File: config.mk
export PLATFORM = sky130hd
export DESIGN_NAME = formation_ctl_flat
export DESIGN_NICKNAME = d
export VERILOG_FILES = /design/src/rtl/formation_ctl_if.sv /design/src/rtl/formation_ctl.sv /design/src/flat_wrapper.sv
export SDC_FILE = /design/constraint.sdc
export NUM_CORES = 1
export LEC_CHECK = 0
export ABC_AREA = 1
export CAP_MARGIN = 20
export CORE_MARGIN = 2
export CORE_UTILIZATION = 58
export CTS_CLUSTER_DIAMETER = 200
export DETAILED_ROUTE_END_ITERATION = 16
export DONT_BUFFER_PORTS = 1
export GPL_TIMING_DRIVEN = 0
export PLACE_DENSITY_LB_ADDON = 0.05
export SLEW_MARGIN = 15
export SYNTH_ARGS = -nofsm -noshare
export SYNTH_HDL_FRONTEND = slang
export SYNTH_SLANG_ARGS = --single-unit
File: constraint.sdc
create_clock -name pclk -period 3.8 [get_ports pclk]
set_input_delay 1.14 -clock pclk [delete_from_list [all_inputs] [get_ports pclk]]
set_output_delay 1.14 -clock pclk [all_outputs]
set_load 0.03 [all_outputs]
File: src/rtl/formation_ctl_if.sv
// -----------------------------------------------------------------------------
// formation_ctl_if
//   Control and position bundle between a formation controller and whoever
//   drives it (game sequencer, testbench) or consumes its position.
//
//   start      1-cycle pulse: begin moving (honoured only while idle)
//   restart    1-cycle pulse: reload start position and return to idle
//   en         1 = movement divider runs, 0 = pause
//   x_out      formation base x (11 bits)
//   y_out      formation base y (11 bits)
//   dir        1 = moving right, 0 = moving left
//   move_tick  1-cycle pulse on every edge where x_out or y_out changes
//   landed     high once the formation has reached the bottom limit
//
//   master: drives the controls and reads the position
//   slave : the controller itself
// -----------------------------------------------------------------------------
interface formation_ctl_if;
    logic        start;
    logic        restart;
    logic        en;
    logic [10:0] x_out;
    logic [10:0] y_out;
    logic        dir;
    logic        move_tick;
    logic        landed;

    modport master (
        output start, restart, en,
        input  x_out, y_out, dir, move_tick, landed
    );

    modport slave (
        input  start, restart, en,
        output x_out, y_out, dir, move_tick, landed
    );
endinterface

File: src/rtl/formation_ctl.sv
// -----------------------------------------------------------------------------
// formation_ctl
//   Generates the base (x,y) of the enemy formation. The base steps sideways
//   once every TICK_DIV clocks, drops one row and reverses direction at each
//   screen edge, and stops for good once it reaches the bottom limit.
//   Downstream per-enemy blocks add their own column offsets to x_out/y_out.
//
//   Ports
//     pclk   in  pixel clock, single clock domain
//     rst_n  in  asynchronous active-low reset
//     bus    formation_ctl_if.slave
//              start, restart, en      in
//              x_out, y_out, dir,
//              move_tick, landed       out (all registered)
// -----------------------------------------------------------------------------
module formation_ctl #(
    parameter int unsigned X_START  = 100,
    parameter int unsigned Y_START  = 50,
    parameter int unsigned X_MIN    = 0,
    parameter int unsigned X_MAX    = 324,
    parameter int unsigned STEP_X   = 4,
    parameter int unsigned STEP_Y   = 20,
    parameter int unsigned Y_LIMIT  = 600,
    parameter int unsigned TICK_DIV = 650000
) (
    input  logic                  pclk,
    input  logic                  rst_n,
    formation_ctl_if.slave        bus
);

    localparam int unsigned DIV_W = (TICK_DIV > 2) ? $clog2(TICK_DIV) : 1;

    localparam logic [DIV_W-1:0] DIV_LAST  = DIV_W'(TICK_DIV - 1);
    localparam logic [10:0]      X_START_V = 11'(X_START);
    localparam logic [10:0]      Y_START_V = 11'(Y_START);

    // Position arithmetic is carried one bit wider than the outputs so that
    // every limit comparison happens before truncation and cannot wrap.
    localparam logic [11:0] X_MIN_W   = 12'(X_MIN);
    localparam logic [11:0] X_MAX_W   = 12'(X_MAX);
    localparam logic [11:0] STEP_X_W  = 12'(STEP_X);
    localparam logic [11:0] STEP_Y_W  = 12'(STEP_Y);
    localparam logic [11:0] Y_LIMIT_W = 12'(Y_LIMIT);

    typedef enum logic [1:0] {
        ST_IDLE      = 2'd0,
        ST_MOVE_H    = 2'd1,
        ST_MOVE_DOWN = 2'd2,
        ST_LANDED    = 2'd3
    } state_e;

    state_e           state_q, state_d;
    logic [DIV_W-1:0] div_q, div_d;
    logic [10:0]      x_q, x_d;
    logic [10:0]      y_q, y_d;
    logic             dir_q, dir_d;
    logic             tick_q, tick_d;
    logic             landed_q, landed_d;

    logic [11:0] x_wide;
    logic [11:0] y_wide;
    logic        move_ev;

    assign x_wide = {1'b0, x_q};
    assign y_wide = {1'b0, y_q};

    // A move event is the last count of the divider while enabled; the
    // divider only runs in the two moving states.
    assign move_ev = ((state_q == ST_MOVE_H) || (state_q == ST_MOVE_DOWN))
                     && bus.en && (div_q == DIV_LAST);

    // NOTE: every output of this block is given a default before the case
    // statement, so no path leaves a variable unassigned and no latch forms.
    always_comb begin
        state_d  = state_q;
        div_d    = div_q;
        x_d      = x_q;
        y_d      = y_q;
        dir_d    = dir_q;
        landed_d = landed_q;
        tick_d   = 1'b0;

        unique case (state_q)
            ST_IDLE: begin
                div_d = '0;
                if (bus.start) begin
                    state_d = ST_MOVE_H;
                end
            end

            ST_MOVE_H, ST_MOVE_DOWN: begin
                if (bus.en) begin
                    div_d = (div_q == DIV_LAST) ? '0 : div_q + DIV_W'(1);
                end
                if (move_ev && (state_q == ST_MOVE_H)) begin
                    if (dir_q) begin
                        if (x_wide + STEP_X_W >= X_MAX_W) begin
                            x_d     = X_MAX_W[10:0];
                            state_d = ST_MOVE_DOWN;
                        end else begin
                            x_d = 11'(x_wide + STEP_X_W);
                        end
                    end else begin
                        if (x_wide <= X_MIN_W + STEP_X_W) begin
                            x_d     = X_MIN_W[10:0];
                            state_d = ST_MOVE_DOWN;
                        end else begin
                            x_d = 11'(x_wide - STEP_X_W);
                        end
                    end
                end else if (move_ev) begin
                    dir_d = ~dir_q;
                    if (y_wide + STEP_Y_W >= Y_LIMIT_W) begin
                        y_d      = Y_LIMIT_W[10:0];
                        landed_d = 1'b1;
                        state_d  = ST_LANDED;
                    end else begin
                        y_d     = 11'(y_wide + STEP_Y_W);
                        state_d = ST_MOVE_H;
                    end
                end
                // Clamping onto a limit the base already sits on is not a move.
                tick_d = (x_d != x_q) || (y_d != y_q);
            end

            ST_LANDED: begin
                // Frozen until restart or reset.
            end

            default: begin
                state_d = ST_IDLE;
            end
        endcase

        // Restart outranks start and any coincident move event.
        if (bus.restart) begin
            state_d  = ST_IDLE;
            div_d    = '0;
            x_d      = X_START_V;
            y_d      = Y_START_V;
            dir_d    = 1'b1;
            landed_d = 1'b0;
            tick_d   = 1'b0;
        end
    end

    // NOTE: state is updated with non-blocking assignments so every register
    // samples the values from before this edge, independent of statement order.
    always_ff @(posedge pclk or negedge rst_n) begin
        if (!rst_n) begin
            state_q  <= ST_IDLE;
            div_q    <= '0;
            x_q      <= X_START_V;
            y_q      <= Y_START_V;
            dir_q    <= 1'b1;
            tick_q   <= 1'b0;
            landed_q <= 1'b0;
        end else begin
            state_q  <= state_d;
            div_q    <= div_d;
            x_q      <= x_d;
            y_q      <= y_d;
            dir_q    <= dir_d;
            tick_q   <= tick_d;
            landed_q <= landed_d;
        end
    end

    assign bus.x_out     = x_q;
    assign bus.y_out     = y_q;
    assign bus.dir       = dir_q;
    assign bus.move_tick = tick_q;
    assign bus.landed    = landed_q;

endmodule

File: src/flat_wrapper.sv
// flat-port wrapper written by rule: the top's interface ports become plain ports
module formation_ctl_flat 
#(
    parameter int unsigned X_START  = 100,
    parameter int unsigned Y_START  = 50,
    parameter int unsigned X_MIN    = 0,
    parameter int unsigned X_MAX    = 324,
    parameter int unsigned STEP_X   = 4,
    parameter int unsigned STEP_Y   = 20,
    parameter int unsigned Y_LIMIT  = 600,
    parameter int unsigned TICK_DIV = 650000
)
  (pclk, rst_n, bus_start, bus_restart, bus_en, bus_x_out, bus_y_out, bus_dir, bus_move_tick, bus_landed);
  formation_ctl_if bus_i ();
  input  logic pclk;
  input  logic rst_n;
  input wire logic [$bits(bus_i.start)-1:0] bus_start;
  input wire logic [$bits(bus_i.restart)-1:0] bus_restart;
  input wire logic [$bits(bus_i.en)-1:0] bus_en;
  output wire logic [$bits(bus_i.x_out)-1:0] bus_x_out;
  output wire logic [$bits(bus_i.y_out)-1:0] bus_y_out;
  output wire logic [$bits(bus_i.dir)-1:0] bus_dir;
  output wire logic [$bits(bus_i.move_tick)-1:0] bus_move_tick;
  output wire logic [$bits(bus_i.landed)-1:0] bus_landed;
  assign bus_i.start = bus_start;
  assign bus_i.restart = bus_restart;
  assign bus_i.en = bus_en;
  assign bus_x_out = bus_i.x_out;
  assign bus_y_out = bus_i.y_out;
  assign bus_dir = bus_i.dir;
  assign bus_move_tick = bus_i.move_tick;
  assign bus_landed = bus_i.landed;
  formation_ctl #(.X_START(X_START), .Y_START(Y_START), .X_MIN(X_MIN), .X_MAX(X_MAX), .STEP_X(STEP_X), .STEP_Y(STEP_Y), .Y_LIMIT(Y_LIMIT), .TICK_DIV(TICK_DIV)) u_core (.pclk(pclk), .rst_n(rst_n), .bus(bus_i));
endmodule
# Word level (Yosys, flattened, before mapping)
# Cells that the tools add are included.
# word_totals
ff_bits,47
output_inout_bits,25
# op_classes
order_cmp,3
n_eq_ne,11
n_addsub,4
n_reduce_logical,15
bitwise_logic,1
n_mux,37
# ops
op,n
11-bit 2-to-1 mux,13
20-bit 2-to-1 mux,3
20-bit one-hot mux with 2 select lines,1
11-bit != test,2
"20-bit by 1-bit adder with 20-bit output, second input constant",1
"20-bit equality test, second input constant",1
2-bit 2-to-1 mux,8
"11-bit by 3-bit adder with 12-bit output, second input constant",1
"11-bit by 5-bit adder with 12-bit output, second input constant",1
"12-bit by 10-bit greater-or-equal comparator with 1-bit output, second input constant",1
"12-bit by 9-bit greater-or-equal comparator with 1-bit output, second input constant",1
"11-bit by 3-bit <= comparator with 1-bit output, second input constant",1
1-bit 2-to-1 mux,11
"11-bit by 3-bit subtractor with 11-bit output, second input constant",1
"3-bit != test, second input constant",2
2-bit nonzero test,3
"5-bit by 4-bit != test with 1-bit output, second input constant",1
"5-bit != test, second input constant",1
5-bit AND reduction,1
"4-bit by 2-bit != test with 1-bit output, second input constant",1
2-bit one-hot mux with 2 select lines,1
4-bit AND reduction,1
1-bit logical AND,3
3-bit AND reduction,1
9 further kinds,10

# Depth between registers and ports, before layout
# Gate-level depths: netlist (run 1).
# depth
word_depth,11
depth_mapped,19
depth_no_buf,19

# Worst setup path before layout (run 1)
# Ideal clock, no wire load.
# synth_timing
path_type,input to register
from,input port bus_restart
to,register u_core.div_q[18]
stages,13
setup_ns,0.064
t_arrival_ns,2.389
n_path_buf,0
slack_ns,1.346
path_cell_list,inv_1 > nand3b_1 > o21ai_2 > nor2_1 > nand2_1 > inv_1 > nand2_1 > inv_1 > nand2_2 > nor3_4 > nand3_1 > a21oi_1 > o21a_1
# synth_between
elab_chain_cells,2
elab_cells_between_ends,4
cone_classes,eq/ne: 1; mux: 1; reduce/logical: 2
# synth_lines
element,line_no,text
from (decl),flat_wrapper.sv:18,input wire logic [$bits(bus_i.restart)-1:0] bus_restart;
3-bit != test (no source line) or 3-bit nonzero test (tied branches),--,
2-bit AND reduction (no source line),--,
to (signal assigned),formation_ctl.sv:160,div_q <= div_d;
to (decl),formation_ctl.sv:53,"logic [DIV_W-1:0] div_q, div_d;"
# Several ways; a longest one is shown, not always the timed one.
# A chain may end at the register's enable or synchronous reset.

# Worst setup path in the final report (run 1)
# layout_timing
from,"register u_core.x_q[2], in the netlist u_core.bus.x_out[2]"
to,"register u_core.tick_q, in the netlist u_core.bus.move_tick"
# layout_between
elab_chain_cells,10
elab_cells_between_ends,13
cone_classes,add/sub: 2; order compare: 2; eq/ne: 1; mux: 7; reduce/logical: 1
# layout_lines
element,line_no,text
from (decl),formation_ctl.sv:54,"logic [10:0] x_q, x_d;"
from (signal assigned),formation_ctl.sv:153,x_q <= X_START_V;
from (signal assigned),formation_ctl.sv:161,x_q <= x_d;
11-bit by 3-bit adder with 12-bit output,formation_ctl.sv:97,if (x_wide + STEP_X_W >= X_MAX_W) begin
12-bit by 9-bit greater-or-equal comparator with 1-bit output,formation_ctl.sv:97,
11-bit 2-to-1 mux,formation_ctl.sv:97,
11-bit 2-to-1 mux,formation_ctl.sv:96,if (dir_q) begin
11-bit 2-to-1 mux,formation_ctl.sv:95,if (move_ev && (state_q == ST_MOVE_H)) begin
11-bit 2-to-1 mux,formation_ctl.sv:83,unique case (state_q)
11-bit != test (*),formation_ctl.sv:123,tick_d = (x_d != x_q) || (y_d != y_q);
1-bit logical OR (*),formation_ctl.sv:123,
1-bit 2-to-1 mux (*),formation_ctl.sv:83,
1-bit 2-to-1 mux (*),formation_ctl.sv:136,if (bus.restart) begin
net u_core.tick_d,formation_ctl.sv:57,"logic tick_q, tick_d;"
to (signal assigned),formation_ctl.sv:164,tick_q <= tick_d;
to (decl),formation_ctl.sv:57,
# Mark *: on every way through the listed nets, which the timed path passes. The rest lies on a longest branch. The select of a mux whose other input is x is not followed.

==> summary.txt, run 1 <==
Setup path
  • Worst reg-to-reg setup slack: 1.20 ns
  • Crit path cell chain: buf_2, inv_1, ha_1, a21oi_1, nand2_1, nand2_1, nand2_1, nand2_2, nand3_1, nand3_1, nand2_1, nor2_1, nand3_1, nor2_1, nand3_1, nor2_1, nor2_1
  • Critical path class: register to register
  • Worst endpoint required time: 4.02 ns
  • Worst Path Max Fanout: 10
  • Worst r2r dst: u_core.bus.move_tick$_DFF_PN0_
  • Worst Reg-to-Reg Cells: 17
  • Worst Path Arrival: 2.81 ns
  • Critical Path Sink Type: register
  • Worst reg2reg path startpoint: u_core.bus.x_out[2]$_DFFE_PN1P_
  • Setup crit start kind: register
  • Slowest CP cell: dfstp_2
  • Worst path max stage delay: 0.67 ns

Floorplan
  • Die height: 82.0 µm
  • Core area: 5890 µm²
  • DIE AREA: 6730 µm²
  • Die Width: 82.0 µm
  • Initial core utilization: 60.0%
  • I/O pins: 30
  • Core Rows: 28

Finish
  • Fillers: 533
  • Layout cells sized above 1: 11.6%
  • Area of the multi-input gates: 1990 µm²
  • FF+latch area: 1180 µm²
  • Finished Core Util: 64.0%
  • Area growth from synthesis to layout: 6.62%
  • Final nets: 549
  • # diodes: 0

Detailed routing
  • Drt drc: 0
  • Avg WL per Cell: 14.1 µm
  • Via density: 5.59
  • Post-Route WL: 8630 µm
  • Antenna Nets Post-Route: 0
  • Drt first pass iters: 6
  • DRC violation total after the first TritonRoute iteration: 204
  • Via count: 3414

Synthesis
  • Post-synthesis register bit count: 47
  • Ranking of synthesized cells by area: dfrtp_1, nand2_1, nand3_1
  • Area leader, netlist: dfrtp_1
  • Synthesized area per cell: 6.69 µm²
  • Top FF cell, synth: dfrtp_1
  • Post-synth EDFFs: 0
  • Synth async-reset ratio: 100%
  • Yosys cell types: 38
  • Ys Warns: 0
  • Area of the mapped netlist: 3530 µm²
  • Sequential area share after synthesis: 33.5%
  • Cells after Synth: 528
  • Yosys top cell area share: 28.3%
  • Syn nets: 542

Clock tree
  • Clk buf depth: 2
  • Inserted Clock Buffers: 5
  • Post-CTS Hold Fix Bufs: 0
  • Gates resized, CTS repair: 0
  • Worst-Skew Late Latency: 0.32 ns
  • Clk slew on worst S/H paths: 0.10 ns
  • H-tree depth: 2
  • CTS tree: built
  • Clk sinks: 47
  • Post-CTS Setup Bufs: 0
  • Root buf cell: clkbuf_8

Global routing
  • Total track usage: 27.2%
  • Initial antenna violation count: 0
  • Largest net degree at the start of global routing: 48
  • Remaining Overflow, GRT: 0
  • Global-route wire length before repair: 14100 µm
  • Vias in the first global route: 3178

Timing
  • Fin crit share: 68.3%
  • Max Freq: 0.385 GHz
  • Max Slew Vio Count: 0
  • Number of setup violations in the final report: 0
  • Hold slack: 0.498 ns
  • Hold Violations, Final: 0
  • Worst-Margin Slew: 0.694 ns
  • Slew headroom: 53.4%
  • RSZ-0062 raised after global routing: false
  • Clock skew: 0.0126 ns
  • Setup TNS: 0 ns
  • Tmin final: 2.60 ns

Power
  • P_leak: 0.00184 µW
  • PD cells: 306 nW/µm²
  • Max IR drop VDD: 0.276 mV

Worst hold path
  • Hold Path Class: input port to asynchronous set/reset pin

Outcome
  • Status: finished, final reports clean

Placed design
  • Routability-driven placement congestion ratio: 0.919
  • # port buffers: 0
  • Detailed Place HPWL: 6480 µm

Flow run
  • Maxcap violations: 0
-- report_power, final --
part | internal [µW] | leakage, µW | total [µW] | switching, µW
combinational | 39.2 | 0.00114 | 165 | 126
clock | 267 | 0.0000703 | 467 | 200
sequential | 513 | 0.000630 | 522 | 9.01
total | 819 | 0.00184 | 1150 | 335
-- worst max-delay path by stage --
stage | from | end | slack (ns) | depth (start not counted)
after floorplan | bus_restart | u_core.div_q[18]$_DFFE_PN0P_ | 1.35 | 13
after global placement | bus_restart | u_core.div_q[13]$_DFFE_PN0P_ | 1.06 | 12
after detailed placement | bus_restart | u_core.div_q[13]$_DFFE_PN0P_ | 1.02 | 12
after CTS | u_core.bus.x_out[2]$_DFFE_PN1P_ | u_core.bus.move_tick$_DFF_PN0_ | 1.23 | 17
after global routing | u_core.bus.x_out[3]$_DFFE_PN0P_ | u_core.bus.move_tick$_DFF_PN0_ | 0.87 | 18
final | u_core.bus.x_out[2]$_DFFE_PN1P_ | u_core.bus.move_tick$_DFF_PN0_ | 1.20 | 17
-- cell usage after synthesis (2+ instances only) --
library cell and count:
nand2_1 128, inv_1 73, nor2_1 65, nand3_1 55
dfrtp_1 40, nor3_1 21, a21oi_1 20, o21ai_0 20
nand4_1 13, nand2_2 11, ha_1 9, nor2_2 8
dfstp_2 7, buf_2 5, inv_2 4, nand3_2 4
nor2_4 4, nor4_1 4, xor2_1 4, nor3b_1 3
o211ai_1 3, a211oi_1 2, a31oi_1 2, buf_4 2
buf_6 2, clkbuf_1 2, nand3b_1 2, nor3_2 2
nor3_4 2, o21ai_1 2, o31ai_1 2
-- cells in the final DEF (no fill, tap or decap), types with 5 or more instances in the layout --
cell      count
nand4_1      13
nor3_1       21
nor2_1       65
a21oi_1      20
dfstp_2       7
nand2_1     128
inv_1        73
nand2_2      11
buf_2         5
o21ai_0      20
ha_1          9
clkbuf_8      5
nor2_2        8
nand3_1      55
dfrtp_1      40
-- sequential cells by signal (all words and copies together) (netlist names) --
| signal | cells |
|---|---|
| u_core.div_q | 20 |
| u_core.bus.move_tick | 1 |
| u_core.bus.dir | 1 |
| u_core.bus.y_out | 11 |
| u_core.bus.landed | 1 |
| u_core.bus.x_out | 11 |
| u_core.state_q | 2 |
-- area by class of cell --
cell class                      instances  share of cell area, %
Clock buffer                            5                   1.83
Inverter                               77                   7.67
Multi-Input combinational cell        393                   52.8
Clock inverter                          3                   1.89
Buffer                                 11                   1.86
Tap cell                               75                   2.49
Sequential cell                        47                   31.5
-- layer usage --
layer | vias up | part of all wire, % | GRT usage [%]
li1 | 1722 | - | -
met3 | 16 | 3.9 | 5.05
met4 | 0 | 1.4 | 7.00
met1 | 1604 | 45 | 34.4
met5 | - | 0 | 0
met2 | 72 | 49 | 47.6
-- cell families (layout without fill, tap and decap cells) --
family	after synthesis	count (layout)	share of synthesized area, %
AND/OR/NAND/NOR	323	323	42.9
adder cells (fa/ha/maj)	9	9	3.19
buffers and inverters	88	96	10.2
AO/OA/AOI/OAI	56	56	8.93
XOR/XNOR	5	5	1.24
flip-flops	47	47	33.5
-- critical path: cells and delay by family (launching register included) --
family                   cells  cell delay, ns
flip-flops                   1            0.67
buffers and inverters        2            0.40
adder cells (fa/ha/maj)      1            0.21
AND/OR/NAND/NOR             13            1.05
AO/OA/AOI/OAI                1            0.13
-- per-stage QoR --
step | cell area, µm² | cells | total power [µW] | setup WS [ns]
after detailed placement | 3630 | 603 | 696 | 1.02
after CTS | 3770 | 611 | 1160 | 1.23
final | 3770 | 611 | 1150 | 1.20
after floorplan | 3530 | 528 | 653 | 1.35
after global placement | 3630 | 603 | 692 | 1.06
after global routing | 3770 | 611 | 1200 | 0.866
(Power assumes the default switching activity.)
==> inputs of run 2 (changes only) <==
Settings changed: ABC_AREA 1 to 0.
Clock period 3.8 ns to 2.6 ns, I/O delays scaled along.
==> summary.txt, run 2 <==
Outcome
  • Status: complete, but fails checks
  • Failing checks: negative setup slack

Synthesis
  • Top FF cell, synth: dfrtp_1
  • Sequential area share after synthesis: 35.2%
  • Area leader, netlist: dfrtp_1
  • Post-synth EDFFs: 0
  • Cells after Synth: 409
  • Yosys cell types: 70
  • Top-count cell post-synth: nor2_1
  • Ys Warns: 0
  • Synth top cells by count: nor2_1, dfrtp_1, nand2_1
  • Synthesized area per cell: 8.24 µm²
  • Ranking of synthesized cells by area: dfrtp_1, nor2_1, dfstp_2
  • Area of the mapped netlist: 3370 µm²
  • Synth async-reset ratio: 100%
  • Yosys top cell area share: 29.7%
  • Syn nets: 423
  • Post-synthesis register bit count: 47

Setup path
  • Worst path max stage delay: 0.75 ns
  • CP delay by family, top: compound AO/OA/AOI/OAI gates
  • Worst Path Arrival: 3.11 ns
  • Buf/Inv on CP: 1
  • Crit path cell chain: ha_4, or3b_4, a2111oi_4, a31oi_1, o31a_1, buf_6, a21oi_4, a2bb2oi_4, o211ai_1, a21oi_2
  • Critical path class: register to register
  • Setup crit start kind: register
  • Worst reg-to-reg setup slack: -0.28 ns
  • Worst Path Max Fanout: 8
  • Slowest CP cell: dfstp_4
  • Worst endpoint required time: 2.83 ns
  • Critical Path Sink Type: register

Finish
  • Most common cell after layout, fill and taps aside: nor2_1
  • Most frequent cells in the layout: nor2_1, nand2_1, dfrtp_1, buf_4, a21oi_1
  • Final instance area: 4140 µm²
  • Final nets: 459
  • Finished Core Util: 74.2%
  • Area growth from synthesis to layout: 22.8%
  • Top reg by flops: u_core.div_q
  • Largest register FFs: 20
  • Final std cells w/o fill: 518
  • Layout cells sized above 1: 26.2%
  • # diodes: 0

Clock tree
  • Clk slew on worst S/H paths: 0.10 ns
  • CTS tree: built
  • H-tree depth: 2
  • Clk sinks: 47
  • Clk buf depth: 2
  • Post-CTS Hold Fix Bufs: 0
  • Root buf cell: clkbuf_8
  • Inserted Clock Buffers: 5
  • Worst-Skew Late Latency: 0.31 ns

Global routing
  • Met3 usage: 4.94%
  • Vias in the first global route: 3095
  • Largest net degree at the start of global routing: 48
  • Met2 usage: 47.3%
  • Total track usage: 29.9%
  • Global-route wire length before repair: 15100 µm
  • Grt peak-use layer: met2
  • Initial antenna violation count: 0
  • Remaining Overflow, GRT: 0
  • Routing usage on met1: 41.4%

Timing
  • Fin crit share: 111%
  • PnR worst setup slack: -0.277 ns
  • Number of setup violations in the final report: 12
  • Clock skew: 0.00669 ns
  • Tmin final: 2.88 ns
  • Max Slew Vio Count: 0
  • Worst-Margin Slew: 0.656 ns
  • Slew headroom: 56.3%
  • Max Freq: 0.348 GHz
  • Hold Violations, Final: 0
  • RSZ-0062 raised after global routing: true

Detailed routing
  • DRC violation total after the first TritonRoute iteration: 283
  • Via density: 6.47
  • Post-Route WL: 9810 µm
  • Via count: 3351
  • Avg WL per Cell: 18.9 µm
  • Antenna Nets Post-Route: 0
  • Drt first pass iters: 4
  • Drt drc: 0

Power
  • Final Power: 1430 µW
  • PD cells: 344 nW/µm²
  • Max IR drop VDD: 0.233 mV
  • P_leak: 0.00164 µW

Floorplan
  • DIE AREA: 6430 µm²
  • Die Width: 80.2 µm
  • Initial core utilization: 60.4%
  • Die height: 80.2 µm
  • Core Rows: 27
  • Core area: 5570 µm²
  • I/O pins: 30

Placed design
  • Place WS: -0.444 ns
  • Routability-driven placement congestion ratio: 0.911
  • # port buffers: 0
  • Cell Area, Placed: 3500 µm²
  • Cells after DPL: 481
  • Detailed Place HPWL: 6070 µm

Flow run
  • Maxcap violations: 0

Worst hold path
  • Hold Path Class: input port to asynchronous set/reset pin
==> run 2: final timing paths <==
| path | from | to | cells after the start |
|---|---|---|---|
| min in group pclk | u_core.div_q[1]$_DFFE_PN0P_ | u_core.div_q[1]$_DFFE_PN0P_ | 2 |
| max in group asynchronous | rst_n | u_core.bus.x_out[5]$_DFFE_PN1P_ | 0 |
| hold reg to reg | u_core.div_q[1]$_DFFE_PN0P_ | u_core.div_q[1]$_DFFE_PN0P_ | 2 |
| setup / recovery | u_core.bus.x_out[2]$_DFFE_PN1P_ | u_core.state_q[1]$_DFFE_PN0P_ | 10 |
| setup reg to reg | u_core.bus.x_out[2]$_DFFE_PN1P_ | u_core.state_q[1]$_DFFE_PN0P_ | 10 |
| hold / removal | rst_n | u_core.bus.x_out[8]$_DFFE_PN0P_ | 0 |
==> run 2: cells by family (layout without fill, tap and decap cells) <==
kind of cell             after synthesis  after routing  share of synthesized area [%]
buffers and inverters                 39             76                           4.57
flip-flops                            47             47                           35.2
AND/OR/NAND/NOR                      189            189                           29.1
XOR/XNOR                              19             19                           4.94
multiplexers                           5              5                           1.52
AO/OA/AOI/OAI                        101            101                           21.3
adder cells (fa/ha/maj)                9              9                           3.34
==> run 2: where the power goes <==
group | switching, µW | leakage [µW] | internal [µW] | total (µW)
Combinational | 64.4 | 0.000956 | 45.1 | 109
Sequential | 4.41 | 0.000621 | 736 | 740
Clock | 283 | 0.0000587 | 292 | 576
Total | 352 | 0.00164 | 1070 | 1430
==> run 2: stage by stage <==
step                setup TNS [ns]  hold slack (ns)
floorplan                  -0.0506            0.458
global placement             -3.85            0.475
detailed placement           -4.46            0.486
CTS                         -0.563            0.151
global route                 -2.50            0.134
finish                       -1.13            0.150
==> run 2: what timing repair did <==
action / CTS / global route
pin swaps: 9 / 22
setup buffers: 10 / 23
resized for setup: 36 / 59
endpoints found under the setup margin: 28 / 33
hold endpoints to repair: 0 / 0
==> run 2: layout make-up <==
class	instances	area (µm²)
multi-input cells	323	2270
well taps	72	90.1
inverters	13	53.8
clock inverters	3	47.5
clock buffers	5	68.8
repair buffers	32	259
plain buffers	23	148
fillers	424	1440
flip-flops and latches	47	1200
==> run 2: layer usage <==
| layer | wire, µm | up-vias |
|---|---|---|
| met5 | 0 | - |
| met4 | 231 | 0 |
| met3 | 724 | 26 |
| met2 | 4730 | 151 |
| met1 | 4120 | 1623 |
| li1 | - | 1551 |
==> inputs of run 3 (changes only) <==
Settings changed: ABC_AREA 0 to not set, PLACE_DENSITY set to 0.74, PLACE_DENSITY_LB_ADDON 0.05 to not set, SLEW_MARGIN 15 to not set.
==> summary.txt, run 3 (synthesized netlist as in run 2, its figures left out) <==
Outcome
  • Status: complete, but fails checks
  • Failing checks: negative setup slack

Power
  • Max IR drop VDD: 0.287 mV
  • P_leak: 0.00154 µW
  • Share of power burned in registers: 52.3%
  • Sw frac: 24.9%
  • Combinational Power Share: 6.8%
  • PD cells: 360 nW/µm²
  • Clock share of power: 40.9%
  • Final Power: 1420 µW
  • Net load switching power: 353 µW
  • P_int: 1060 µW

Clock tree
  • H-tree depth: 2
  • Clk slew on worst S/H paths: 0.10 ns
  • Clk sinks: 47
  • Clk buf depth: 2
  • Worst-Skew Late Latency: 0.31 ns
  • Post-CTS Hold Fix Bufs: 0
  • Root buf cell: clkbuf_8
  • Inserted Clock Buffers: 5
  • CTS tree: built

Setup path
  • Worst Path Arrival: 3.00 ns
  • CP delay by family, top: compound AO/OA/AOI/OAI gates
  • Slowest CP cell: dfstp_4
  • Critical path class: register to register
  • Setup crit start kind: register
  • Worst endpoint required time: 2.83 ns
  • Worst path max stage delay: 0.75 ns
  • Critical Path Sink Type: register
  • Buf/Inv on CP: 2
  • Crit path cell chain: clkbuf_8, inv_1, ha_1, a221oi_2, o311a_1, o21ai_0, o22a_1, xnor2_1, nand2_1, a41oi_1
  • Worst Path Max Fanout: 8

Finish
  • FF+latch area: 1190 µm²
  • Final nets: 443
  • Area of the multi-input gates: 2210 µm²
  • Layout cells sized above 1: 21.9%
  • Largest register FFs: 20
  • Top reg by flops: u_core.div_q
  • # diodes: 0
  • Area growth from synthesis to layout: 16.6%
  • Fillers: 448
  • Most frequent cells in the layout: nor2_1, dfrtp_1, nand2_1, a21oi_1, o21ai_0
  • Most common cell after layout, fill and taps aside: nor2_1

Global routing
  • Remaining Overflow, GRT: 0
  • Initial antenna violation count: 0
  • Largest net degree at the start of global routing: 48
  • Vias in the first global route: 3057
  • Global-route wire length before repair: 14700 µm
  • Total track usage: 29.4%

Timing
  • Slew headroom: 55.8%
  • PnR worst setup slack: -0.175 ns
  • Max Slew Vio Count: 0
  • Tmin final: 2.77 ns
  • Hold Violations, Final: 0
  • RSZ-0062 raised after global routing: true
  • Max Freq: 0.360 GHz
  • Number of setup violations in the final report: 6
  • Fin crit share: 107%
  • Worst-Margin Slew: 0.657 ns
  • Setup TNS: -0.495 ns
  • Clock skew: 0.00484 ns

Detailed routing
  • Drt drc: 0
  • Avg WL per Cell: 18.3 µm
  • Antenna Nets Post-Route: 0
  • Via density: 6.45
  • Via count: 3237
  • Drt first pass iters: 5
  • DRC violation total after the first TritonRoute iteration: 248
  • Post-Route WL: 9180 µm

Floorplan
  • Core Rows: 27
  • Core area: 5570 µm²
  • I/O pins: 30
  • DIE AREA: 6430 µm²
  • Die height: 80.2 µm
  • Initial core utilization: 60.4%
  • Die Width: 80.2 µm

Placed design
  • Detailed Place HPWL: 5900 µm
  • Routability-driven placement congestion ratio: 0.928
  • # port buffers: 0

Worst hold path
  • Hold Path Class: input port to asynchronous set/reset pin

Flow run
  • Maxcap violations: 0
[run 3: cell type report]
| type | count | share of cell area (%) |
|---|---|---|
| Clock buffer | 5 | 1.75 |
| Sequential cell | 47 | 30.4 |
| Multi-Input combinational cell | 323 | 56.3 |
| Tap cell | 72 | 2.29 |
| Timing Repair Buffer | 16 | 3.25 |
| Inverter | 13 | 1.24 |
| Buffer | 23 | 3.57 |
| Clock inverter | 3 | 1.21 |
[run 3: power by group through the flow]
| stage | sequential [µW] | clock, µW | combinational, µW |
|---|---|---|---|
| after detailed placement | 754 | 0 | 80.8 |
| after CTS | 740 | 588 | 89.0 |
| after floorplan | 753 | 0 | 60.2 |
| after global placement | 754 | 0 | 78.4 |
| after global routing | 741 | 612 | 105 |
| final | 740 | 579 | 96.3 |
[run 3: path summary, 6_finish.rpt]
path                                                       from                               to  slack, ns  depth (start not counted)
worst min-delay path                                      rst_n  u_core.bus.x_out[8]$_DFFE_PN0P_       0.15                          0
worst max-delay path            u_core.bus.x_out[2]$_DFFE_PN1P_   u_core.bus.move_tick$_DFF_PN0_      -0.17                         10
worst max register to register  u_core.bus.x_out[2]$_DFFE_PN1P_   u_core.bus.move_tick$_DFF_PN0_      -0.17                         10
worst min register to register      u_core.div_q[1]$_DFFE_PN0P_      u_core.div_q[1]$_DFFE_PN0P_       0.50                          2
max in group asynchronous                                 rst_n  u_core.bus.x_out[6]$_DFFE_PN1P_       2.27                          0
min in group pclk                   u_core.div_q[1]$_DFFE_PN0P_      u_core.div_q[1]$_DFFE_PN0P_       0.50                          2
[run 3: per-layer routing]
metal,vias to the layer above,wire (µm),track usage (%)
met5,-,0,0
met4,0,134,10.7
met3,12,526,5.84
met2,119,4490,47.0
met1,1587,4030,39.4
li1,1519,-,-
[run 3: through the flow]
stage	instances	setup slack (ns)	hold slack [ns]	cell area [µm²]	utilization, %
floorplan	409	-0.0506	0.458	3410	-
global placement	481	-0.412	0.473	3500	62.7
detailed placement	481	-0.438	0.484	3500	62.7
CTS	501	-0.118	0.140	3870	69.4
global route	502	-0.248	0.130	3930	70.5
finish	502	-0.175	0.147	3930	70.5
[run 3: repair_timing]
item	in CTS	in global routing
pin swaps	17	11
setup buffers	15	1
gates resized for setup	45	23
setup endpoints to repair	27	29
